### config.mk
export PLATFORM = sky130hd
export DESIGN_NAME = rr_bus_arbiter_flat
export DESIGN_NICKNAME = d
export VERILOG_FILES = /design/src/rtl/rr_bus_arbiter_if.sv /design/src/rtl/rr_bus_arbiter.sv /design/src/flat_wrapper.sv
export SDC_FILE = /design/constraint.sdc
export NUM_CORES = 1
export LEC_CHECK = 0
export CORE_MARGIN = 2
export CORE_UTILIZATION = 64
export CTS_BUF_LIST = sky130_fd_sc_hd__clkbuf_4
export CTS_CLUSTER_SIZE = 28
export DETAILED_ROUTE_END_ITERATION = 10
export DONT_BUFFER_PORTS = 1
export PLACE_DENSITY = 0.87
export SKIP_LAST_GASP = 1
export SLEW_MARGIN = 0
export SYNTH_ARGS = -nofsm -noshare
export SYNTH_HDL_FRONTEND = slang
export SYNTH_SLANG_ARGS = --single-unit
### constraint.sdc
create_clock -name clk -period 3.1 [get_ports clk]
set_clock_uncertainty 0.05 [all_clocks]
set_input_delay 0.62 -clock clk [delete_from_list [all_inputs] [get_ports clk]]
set_output_delay 0.62 -clock clk [all_outputs]
set_load 0.05 [all_outputs]
### src/rtl/rr_bus_arbiter_if.sv
// Request/grant bundle between the bus masters and the round-robin arbiter.
// master = requester side, slave = arbiter side.
interface rr_bus_arbiter_if #(
  parameter int NUM_MASTERS = 4,
  parameter int ID_WIDTH    = 2
);
  logic [NUM_MASTERS-1:0] breq;
  logic [NUM_MASTERS-1:0] bgrant;
  logic [ID_WIDTH-1:0]    msel;
  logic                   bus_busy;
  logic                   timeout;
  logic [ID_WIDTH-1:0]    timeout_id;

  modport master (
    output breq,
    input  bgrant, msel, bus_busy, timeout, timeout_id
  );

  modport slave (
    input  breq,
    output bgrant, msel, bus_busy, timeout, timeout_id
  );
endinterface

### src/rtl/rr_bus_arbiter.sv
// Round-robin bus arbiter: grant lands one edge after breq is sampled, tenure capped at MAX_HOLD,
// one TURN plus one IDLE cycle between owners; no preemption while a grant is held.
module rr_bus_arbiter #(
  parameter int NUM_MASTERS = 4,
  parameter int ID_WIDTH    = 2,
  parameter int MAX_HOLD    = 256,
  parameter int CNT_WIDTH   = 9
) (
  input  logic            clk,
  input  logic            rstn,
  rr_bus_arbiter_if.slave bus
);

  typedef enum logic [1:0] {IDLE, GRANT, TURN} state_t;

  state_t                 state, state_nxt;
  logic [NUM_MASTERS-1:0] bgrant, bgrant_nxt;
  logic [ID_WIDTH-1:0]    msel, msel_nxt;
  logic [ID_WIDTH-1:0]    last_id, last_id_nxt;
  logic [ID_WIDTH-1:0]    timeout_id, timeout_id_nxt;
  logic [ID_WIDTH-1:0]    winner, scan_idx;
  logic [CNT_WIDTH-1:0]   hold_cnt, hold_cnt_nxt;
  logic                   bus_busy, timeout, timeout_nxt;
  logic                   found, limit_hit;

  // Scan starts just after the last owner, so a master that just held the bus ranks last.
  always_comb begin
    found    = 1'b0;
    winner   = '0;
    scan_idx = '0;
    for (int k = 1; k <= NUM_MASTERS; k++) begin
      scan_idx = ID_WIDTH'((int'(last_id) + k) % NUM_MASTERS);
      if (!found && bus.breq[scan_idx]) begin
        found  = 1'b1;
        winner = scan_idx;
      end
    end
  end

  assign limit_hit = (MAX_HOLD != 0) && (hold_cnt == CNT_WIDTH'(MAX_HOLD - 1));

  always_comb begin
    state_nxt      = state;
    bgrant_nxt     = bgrant;
    msel_nxt       = msel;
    last_id_nxt    = last_id;
    hold_cnt_nxt   = hold_cnt;
    timeout_nxt    = 1'b0;
    timeout_id_nxt = timeout_id;
    case (state)
      IDLE: begin
        if (found) begin
          bgrant_nxt         = '0;
          bgrant_nxt[winner] = 1'b1;
          msel_nxt           = winner;
          last_id_nxt        = winner;
          hold_cnt_nxt       = '0;
          state_nxt          = GRANT;
        end
      end
      GRANT: begin
        // A release on the limit cycle wins over the timeout.
        if (!bus.breq[last_id]) begin
          bgrant_nxt = '0;
          state_nxt  = TURN;
        end else if (limit_hit) begin
          bgrant_nxt     = '0;
          timeout_nxt    = 1'b1;
          timeout_id_nxt = last_id;
          state_nxt      = TURN;
        end else begin
          hold_cnt_nxt = (&hold_cnt) ? hold_cnt : hold_cnt + 1'b1;
        end
      end
      TURN: begin
        state_nxt = IDLE;
      end
      default: begin
        bgrant_nxt = '0;
        state_nxt  = IDLE;
      end
    endcase
  end

  always_ff @(posedge clk or negedge rstn) begin
    if (!rstn) begin
      state      <= IDLE;
      bgrant     <= '0;
      msel       <= '0;
      last_id    <= ID_WIDTH'(NUM_MASTERS - 1);
      hold_cnt   <= '0;
      bus_busy   <= 1'b0;
      timeout    <= 1'b0;
      timeout_id <= '0;
    end else begin
      state      <= state_nxt;
      bgrant     <= bgrant_nxt;
      msel       <= msel_nxt;
      last_id    <= last_id_nxt;
      hold_cnt   <= hold_cnt_nxt;
      bus_busy   <= (state_nxt == GRANT);
      timeout    <= timeout_nxt;
      timeout_id <= timeout_id_nxt;
    end
  end

  assign bus.bgrant     = bgrant;
  assign bus.msel       = msel;
  assign bus.bus_busy   = bus_busy;
  assign bus.timeout    = timeout;
  assign bus.timeout_id = timeout_id;

endmodule

### src/flat_wrapper.sv
// flat-port wrapper written by rule: the top's interface ports become plain ports
module rr_bus_arbiter_flat 
#(
  parameter int NUM_MASTERS = 4,
  parameter int ID_WIDTH    = 2,
  parameter int MAX_HOLD    = 256,
  parameter int CNT_WIDTH   = 9
)
  (clk, rstn, bus_breq, bus_bgrant, bus_msel, bus_bus_busy, bus_timeout, bus_timeout_id);
  rr_bus_arbiter_if #(.NUM_MASTERS(NUM_MASTERS), .ID_WIDTH(ID_WIDTH)) bus_i ();
  input  logic clk;
  input  logic rstn;
  input wire logic [$bits(bus_i.breq)-1:0] bus_breq;
  output wire logic [$bits(bus_i.bgrant)-1:0] bus_bgrant;
  output wire logic [$bits(bus_i.msel)-1:0] bus_msel;
  output wire logic [$bits(bus_i.bus_busy)-1:0] bus_bus_busy;
  output wire logic [$bits(bus_i.timeout)-1:0] bus_timeout;
  output wire logic [$bits(bus_i.timeout_id)-1:0] bus_timeout_id;
  assign bus_i.breq = bus_breq;
  assign bus_bgrant = bus_i.bgrant;
  assign bus_msel = bus_i.msel;
  assign bus_bus_busy = bus_i.bus_busy;
  assign bus_timeout = bus_i.timeout;
  assign bus_timeout_id = bus_i.timeout_id;
  rr_bus_arbiter #(.NUM_MASTERS(NUM_MASTERS), .ID_WIDTH(ID_WIDTH), .MAX_HOLD(MAX_HOLD), .CNT_WIDTH(CNT_WIDTH)) u_core (.clk(clk), .rstn(rstn), .bus(bus_i));
endmodule
* Word-level counts from Yosys, hierarchy flattened
Index checks and enable logic that the tools add are counted.
Word-level totals: flip-flop bits (word level) 23, input bits 6, output and inout bits 10, word-level logic and storage cells 80
Cells by class: $add $sub $neg 5, $lt $le $gt $ge 7, equality and inequality tests 9, muxes and demuxes 36, bitwise logic cells 1, reduce and logical (&&, ||, !) cells 14
Operators by type and width (count):
- 9-bit 2-to-1 mux | 4
- 2-bit by 3-bit less-than comparator with 1-bit output (second input constant) | 6
- 9-bit one-hot mux with 2 select lines | 1
- 2-bit 2-to-1 mux | 7
- 1-bit 2-to-1 mux | 13
- 4-bit 2-to-1 mux | 3
- 4-bit one-hot mux with 3 select lines | 1
- 1-bit binary-select mux with 2-bit select | 5
- 9-bit by 1-bit adder with 9-bit output (second input constant) | 1
- 9-bit by 8-bit == test with 1-bit output (second input constant) | 1
- 9-bit AND reduction | 1
- 3-bit AND reduction | 2
- 5-bit AND reduction | 1
- 2-bit by 1-bit adder with 2-bit output (second input constant) | 2
- 2-bit adder (second input constant) | 2
- 2-bit by 1-bit == test with 1-bit output (second input constant) | 2
- 1-bit logical AND | 4
- 2-bit by 1-bit != test with 1-bit output (second input constant) | 2
- 2-bit != test (second input constant) | 2
- 2-bit one-hot mux with 2 select lines | 1
- 1-bit logical NOT | 3
- 3-bit by 2-bit != test with 1-bit output (second input constant) | 1
- 1-bit demux with 2-bit select | 1
- 2-bit == test (second input constant) | 1
- other kinds (5) | 5

* Longest topological paths before layout
Gate-level depths: netlist of run 1.
word-level depth 19, gate-level depth with buffers 9, gate-level depth less buffers 8

* Worst setup path after synthesis of run 1
Ideal clock, no wire load.
path type flip-flop to flip-flop, start register u_core.hold_cnt[0], end register u_core.hold_cnt[7], setup time 0.079 ns, data arrival time 1.916 ns, data required time 2.971 ns, setup slack 1.056 ns, stages on the path, launching flop included 10, buffers on the path 1, clock period less this slack 2.044 ns, path through dfrtp_1 ha_1 nand3_1 nor3_1 ha_1 nor3b_1 a22oi_2 buf_6 or3_1 a21oi_1
On the way: cells in the longest elaborated chain, start to end 5, elaborated cells on any way between the ends 10, those cells by class add/sub (1); eq/ne (3); mux (4); reduce/logical (2)
Ends and longest elaborated chain:
- start, declared | RTL line rr_bus_arbiter.sv:22 | logic [CNT_WIDTH-1:0] hold_cnt, hold_cnt_nxt;
- start signal, assigned | RTL line rr_bus_arbiter.sv:100 | hold_cnt <= hold_cnt_nxt;
- 9-bit by 1-bit adder with 9-bit output | RTL line rr_bus_arbiter.sv:72 | hold_cnt_nxt = (&hold_cnt) ? hold_cnt : hold_cnt + 1'b1;
- 9-bit 2-to-1 mux | RTL line rr_bus_arbiter.sv:72
- 9-bit 2-to-1 mux | RTL line rr_bus_arbiter.sv:66 | end else if (limit_hit) begin
- 9-bit 2-to-1 mux | RTL line rr_bus_arbiter.sv:63 | if (!bus.breq[last_id]) begin
- 9-bit one-hot mux with 2 select lines | RTL line rr_bus_arbiter.sv:50 | case (state)
Parallel ways exist; a longest one is shown, timed or not. The select of a mux whose other input is x is not followed. A chain may end at the register's enable or synchronous reset.

* Worst setup path in the final report of run 1
start register u_core.hold_cnt[0], end register u_core.hold_cnt[3]
Same word-level chain as after synthesis.

==> flow_metrics.env, run 1 <==
export IMPL_clkPwrFrac_pct=12.0
export IMPL_cp_start_kind="flop"
export IMPL_p_comb_share_pct=32.0
export IMPL_clk_insertion_delay_late_ps=310
export IMPL_fin_tns_setup_ps=0
export IMPL_path_buf_inv=0
export IMPL_tightest_slew_ps=940.4
export IMPL_cp_end_kind="flop"
export IMPL_r2r_slack_ps=780
export IMPL_ys_top_cells_by_count="21 x dfrtp_1, 12 x o21ai_0, 6 x a21oi_1, 6 x nand2_1, 6 x or3_1"
export IMPL_avgSynthCellArea_sq_um=10.51
export IMPL_antenna_found_initial=0
export IMPL_fin_cells=139
export IMPL_critical_path_class="reg2reg"
export IMPL_design_area_sq_um=1234
export IMPL_place_ws_ps=798.7
export IMPL_finalSetupViolCount=0
export IMPL_drc=0
export IMPL_p_sw_mw=0.5779
export IMPL_gp_congestion=0.8263
export IMPL_ys_ff_latch=23
export IMPL_cpMaxStageDelayCell="or4_1"
export IMPL_finish_utilization_pct=71.45
export IMPL_hold_viol=0
export IMPL_ant_nets=0
export IMPL_routed_wl_microns=2385
export IMPL_syn_inst=112
export IMPL_port_buffers=0
export IMPL_area_sequential_sq_um=578.1
export IMPL_die_h_microns=46.89
export IMPL_drt_iter0_drc=26
export IMPL_cts_sinks=23
export IMPL_grt_pass1_vias=832
export IMPL_leakagePower_nw=0.5188
export IMPL_wl_per_cell_microns=17.16
export IMPL_total_power_mw=1.195
export IMPL_viasPerCell=6.540
export IMPL_grt_pass1_wl_microns=3808
export IMPL_worst_slack_ps=775.4
export IMPL_synth_ff_type="dfrtp_1"
export IMPL_cp_required_ps=3280
export IMPL_grt_max_degree=22
export IMPL_grt_overflow=0
export IMPL_firstDrtPassIters=4
export IMPL_yosys_warnings=0
export IMPL_finalNetCount=124
export IMPL_cts_htree_levels=1
export IMPL_post_cts_resized=0
export IMPL_sw_frac_of_total_pct=48.38
export IMPL_power_density_nw_per_um2=968.3
export IMPL_yosys_cell_count_top_type="dfrtp_1"
export IMPL_max_freq_mhz=430.2
export IMPL_drv_slew=0
export IMPL_synth_cell_types=38
export IMPL_core_area_sq_um=1727
export IMPL_post_cts_buffers=0
export IMPL_synth_top_area_share_pct=44.63
export IMPL_cts_clk_slew_worst_paths_ps=120
export IMPL_async_flop_share_pct=100.0
export IMPL_cts_tree="yes"
export IMPL_io_pins=16
export IMPL_dp_cells=134
export IMPL_cp_max_fo=15
export IMPL_n_antenna_cell=0
export IMPL_irDropWorstVdd_mv=0.6577
export IMPL_num_vias=909
export IMPL_slew_headroom_pct=37.10
export IMPL_synth_seq_area_share_pct=49.10
export IMPL_post_synth_top_area_cell="dfrtp_1"
export IMPL_rsz0062_at_grt="no"
export IMPL_synth_edff_count=0
export IMPL_numCtsBuffers=3
export IMPL_start_util_pct=68.19
export IMPL_die_w_microns=46.89
export IMPL_syn_num_nets=121
export IMPL_drive_gt1_share_pct=11.40
export IMPL_status="finished, final reports clean"
export IMPL_max_stage_delay_ps=510
export IMPL_fin_crit_sh_pct=74.99
export IMPL_cts_root_buf="clkbuf_4"
export IMPL_dpl_cell_area_sq_um=1194
export IMPL_grtUsageTotal_pct=25.04
export IMPL_drv_cap=0
export IMPL_fp_row_count=15
export IMPL_die_area_sq_um=2199
export IMPL_crit_path_frequent_cell="ha_1"
export IMPL_crit_chain="ha_1 -> nand3_1 -> nor3_1 -> ha_1 -> nor3b_1 -> a22oi_2 -> or4_1 -> a21oi_1"
export IMPL_arrival_ps=2510
export IMPL_hold_buffers=1
export IMPL_fillers=134
export IMPL_cts_max_path_buffers=2
export IMPL_area_growth_pct=4.782
export IMPL_multi_input_area_sq_um=561.8
export IMPL_synth_area_top_cells="dfrtp_1 45%, o21ai_0 5.1%, dfstp_2 4.5%"
export IMPL_pwr_share_seq_pct=56.0
export IMPL_fin_crit_ps=2325
export IMPL_power_internal_mw=0.6166
export IMPL_place_hpwl_microns=1736
export IMPL_holdWs_ps=84.81
export IMPL_hp_class="in2async"
export IMPL_synth_area_sq_um=1177
export IMPL_crit_family="simple AND/OR/NAND/NOR gates"
## final timing paths
| path | startpoint | endpoint | cells after the start |
|---|---|---|---|
| min in group clk | u_core.hold_cnt[0]$_DFFE_PN0P_ | u_core.hold_cnt[0]$_DFFE_PN0P_ | 1 |
| setup / recovery | u_core.hold_cnt[0]$_DFFE_PN0P_ | u_core.hold_cnt[3]$_DFFE_PN0P_ | 8 |
| hold / removal | rstn | u_core.last_id[0]$_DFFE_PN1P_ | 0 |
| hold reg to reg | u_core.hold_cnt[0]$_DFFE_PN0P_ | u_core.hold_cnt[0]$_DFFE_PN0P_ | 1 |
| setup reg to reg | u_core.hold_cnt[0]$_DFFE_PN0P_ | u_core.hold_cnt[3]$_DFFE_PN0P_ | 8 |
| max in group asynchronous | rstn | u_core.bus.bus_busy$_DFF_PN0_ | 1 |
## power by group through the flow
stage	clock network (mW)	logic [mW]	registers, mW
after global routing	0.159	0.425	0.687
after CTS	0.146	0.382	0.668
final	0.143	0.382	0.669
after global placement	0	0.351	0.666
after detailed placement	0	0.373	0.675
after floorplan	0	0.334	0.625
## cell families after synthesis
logic type,count (synthesis),synth area share [%]
AOI/OAI and AO/OA,34,19.34
adders and majority gates,3,3.188
buffers and inverters,8,3.188
muxes,4,4.569
and+or+nand+nor,40,20.62
DFF,23,49.10
## worst register-to-register path, stage by stage, from the launching register on
cell and delay [ps]:
dfrtp_1 420, ha_1 220, nand3_1 130, nor3_1 90, ha_1 220, nor3b_1 240, a22oi_2 210, or4_1 510
a21oi_1 160
## layout by cell type, fill, tap and decap left out, types with 2 or more instances in the layout
master,n
a32o_1,2
or4_1,3
a21oi_1,6
nand2b_1,4
dfstp_2,2
nor2b_1,4
dfrtp_1,21
o21a_1,2
nor3b_1,2
a21o_1,2
ha_1,3
nand2_1,6
inv_1,4
o21ai_0,12
or3_1,6
o31ai_1,2
mux2i_1,2
clkbuf_4,4
nand3b_1,2
nand3_1,4
nor2_1,3
## cell type report
| class | instances | area share [%] |
|---|---|---|
| Sequential cell | 23 | 46.86 |
| Clock buffer | 4 | 2.434 |
| Inverter | 4 | 1.217 |
| Tap cell | 25 | 2.536 |
| Timing Repair Buffer | 2 | 1.420 |
| Multi-Input combinational cell | 81 | 45.54 |
## state kept, by name, summed over array words and instances (netlist names)
name,cells
u_core.bus.msel,2
u_core.bus.timeout_id,2
u_core.bus.bgrant,4
u_core.bus.timeout,1
u_core.bus.bus_busy,1
u_core.state,2
u_core.last_id,2
u_core.hold_cnt,9
## per-layer routing
metal	vias to the layer above	routed length, microns	GRT usage, %	share of wire (%)
met5	-	0	0	0
met4	0	23	5.000	0.96
met3	4	87	4.615	3.6
met2	25	1159	40.00	49
met1	454	1115	36.05	47
li1	426	-	-	-
Power figures use the tool's default switching activity.
==> run 2: changes to the inputs <==
==> constraint.sdc (replaced) <==
create_clock -name clk -period 2.3 [get_ports clk]
set_clock_uncertainty 0.05 [all_clocks]
set_input_delay 0.46 -clock clk [delete_from_list [all_inputs] [get_ports clk]]
set_output_delay 0.46 -clock clk [all_outputs]
set_load 0.05 [all_outputs]
==> run 2 against run 1 <==
Global-route usage decreased by 1.5 points. Final cell count up 2.9%. Clock power is 35% higher. Critical path depth did not move. Maximum frequency increased by 5.2%. Utilization up 3.3 points. Largest power group unchanged.
==> flow_metrics.env, run 2 (synthesized netlist as in run 1, its figures left out) <==
export IMPL_status="finished, final reports clean"
export IMPL_tightest_slew_ps=1028
export IMPL_slew_headroom_pct=31.23
export IMPL_place_hpwl_microns=1634
export IMPL_cp_end_kind="flop"
export IMPL_sw_frac_of_total_pct=48.82
export IMPL_place_ws_ps=-29.24
export IMPL_design_area_sq_um=1291
export IMPL_clk_insertion_delay_late_ps=320
export IMPL_fp_row_count=15
export IMPL_max_freq_mhz=452.4
export IMPL_top_register="u_core.hold_cnt"
export IMPL_power_density_nw_per_um2=1309
export IMPL_path_buf_inv=0
export IMPL_final_common_cell="dfrtp_1"
export IMPL_fillers=123
export IMPL_drt_iter0_drc=22
export IMPL_r2r_slack_ps=90
export IMPL_biggestRegsByFlops="u_core.hold_cnt: 9 flops, u_core.bus.bgrant: 4 flops"
export IMPL_viasPerCell=6.503
export IMPL_cts_root_buf="clkbuf_4"
export IMPL_fin_crit_ps=2211
export IMPL_grt_max_degree=24
export IMPL_finalSetupViolCount=0
export IMPL_hold_viol=0
export IMPL_die_w_microns=46.89
export IMPL_drc=0
export IMPL_p_comb_share_pct=36.4
export IMPL_cts_sinks=23
export IMPL_crit_family="simple AND/OR/NAND/NOR gates"
export IMPL_num_vias=930
export IMPL_io_pins=16
export IMPL_die_area_sq_um=2199
export IMPL_cp_start_kind="flop"
export IMPL_worst_slack_ps=89.36
export IMPL_port_buffers=0
export IMPL_crit_chain="ha_1 -> nand3_2 -> nor3_1 -> ha_1 -> nor3b_2 -> a22oi_2 -> or4_4 -> a21oi_2"
export IMPL_cts_max_path_buffers=2
export IMPL_cp_depth=8
export IMPL_cts_htree_levels=1
export IMPL_leakagePower_nw=0.5439
export IMPL_die_h_microns=46.89
export IMPL_numCtsBuffers=3
export IMPL_cp_required_ps=2510
export IMPL_crit_path_frequent_cell="ha_1"
export IMPL_drv_cap=0
export IMPL_routed_wl_microns=2445
export IMPL_finalNetCount=128
export IMPL_cpMaxStageDelayCell="or4_4"
export IMPL_holdPathStages=2
export IMPL_arrival_ps=2420
export IMPL_n_antenna_cell=0
export IMPL_largest_register_ffs=9
export IMPL_grtUsageTotal_pct=23.58
export IMPL_clkPwrFrac_pct=11.4
export IMPL_cts_clk_slew_worst_paths_ps=130
export IMPL_grt_pass1_vias=804
export IMPL_dpl_cell_area_sq_um=1201
export IMPL_max_stage_delay_ps=500
export IMPL_fin_crit_sh_pct=96.11
export IMPL_reg2reg_depth=8
export IMPL_grt_pass1_wl_microns=3608
export IMPL_grt_overflow=0
export IMPL_critical_path_class="reg2reg"
export IMPL_cp_max_fo=6
export IMPL_drv_slew=0
export IMPL_cts_tree="yes"
export IMPL_power_internal_mw=0.8651
export IMPL_start_util_pct=68.19
export IMPL_core_area_sq_um=1727
export IMPL_layout_common_cells="21 x dfrtp_1, 12 x o21ai_0, 6 x nand2_1, 6 x or3_1, 5 x a21oi_1"
export IMPL_hp_class="in2reg"
export IMPL_antenna_found_initial=0
export IMPL_irDropWorstVdd_mv=0.9702
export IMPL_area_growth_pct=9.671
export IMPL_gp_congestion=0.7403
export IMPL_wl_per_cell_microns=17.10
export IMPL_drive_gt1_share_pct=19.49
export IMPL_ant_nets=0
export IMPL_pwr_share_seq_pct=52.2
export IMPL_firstDrtPassIters=4
export IMPL_p_sw_mw=0.8252
[run 2: through the flow]
| step | setup TNS, ps | power, mW | cells | hold slack, ps | util [%] |
|---|---|---|---|---|---|
| after floorplan | 0 | 1.293 | 112 | 114.4 | - |
| after global placement | 0 | 1.390 | 135 | 115.0 | 69.57 |
| after detailed placement | -29.24 | 1.420 | 135 | 114.9 | 69.57 |
| after CTS | 0 | 1.636 | 141 | 380.6 | 72.46 |
| after global routing | -32.39 | 1.786 | 143 | 401.4 | 74.78 |
| final | 0 | 1.690 | 143 | 381.8 | 74.78 |
[run 2: repair_timing]
action / CTS / global route
hold buffers: 1 / 0
endpoints found under the hold margin: 23 / 0
pin swaps: 1 / 4
cloned: 0 / 1
endpoints found under the setup margin: 2 / 11
buffers inserted: 1 / 1
gates resized for setup: 1 / 6
[run 2: path summary, 6_finish.rpt]
kind,end,start
max,u_core.hold_cnt[3]$_DFFE_PN0P_,u_core.hold_cnt[0]$_DFFE_PN0P_
min,u_core.bus.timeout_id[1]$_DFFE_PN0P_,bus_breq[0]
max reg2reg,u_core.hold_cnt[3]$_DFFE_PN0P_,u_core.hold_cnt[0]$_DFFE_PN0P_
min reg2reg,u_core.hold_cnt[8]$_DFFE_PN0P_,u_core.hold_cnt[8]$_DFFE_PN0P_
max in group asynchronous,u_core.hold_cnt[3]$_DFFE_PN0P_,rstn
min in group asynchronous,u_core.bus.timeout$_DFF_PN0_,rstn
[run 2: area by class of cell]
type	instances	area [sq um]	share of cell area, %
clock buffer	3	22.52	1.744
clock inverter	1	5.005	0.3876
inverter	4	15.01	1.163
multi-input combinational	82	599.3	46.41
sequential	23	578.1	44.77
tap	25	31.28	2.422
timing repair buffer	5	40.04	3.101
[run 2: metal layers]
layer	wire, microns	part of all wire (%)	track usage, %
met5	0	0	0
met1	1099	45	36.57
met4	27	1.1	10.00
met3	127	5.2	2.308
met2	1191	49	33.70
[run 2: power by group through the flow]
stage / clock (mW) / combinational, mW / sequential [mW]
2_1_floorplan: 0 / 0.450 / 0.842
3_3_place_gp: 0 / 0.510 / 0.880
3_5_place_dp: 0 / 0.537 / 0.883
4_1_cts: 0.195 / 0.565 / 0.876
5_1_grt: 0.205 / 0.683 / 0.897
6_report: 0.193 / 0.615 / 0.883
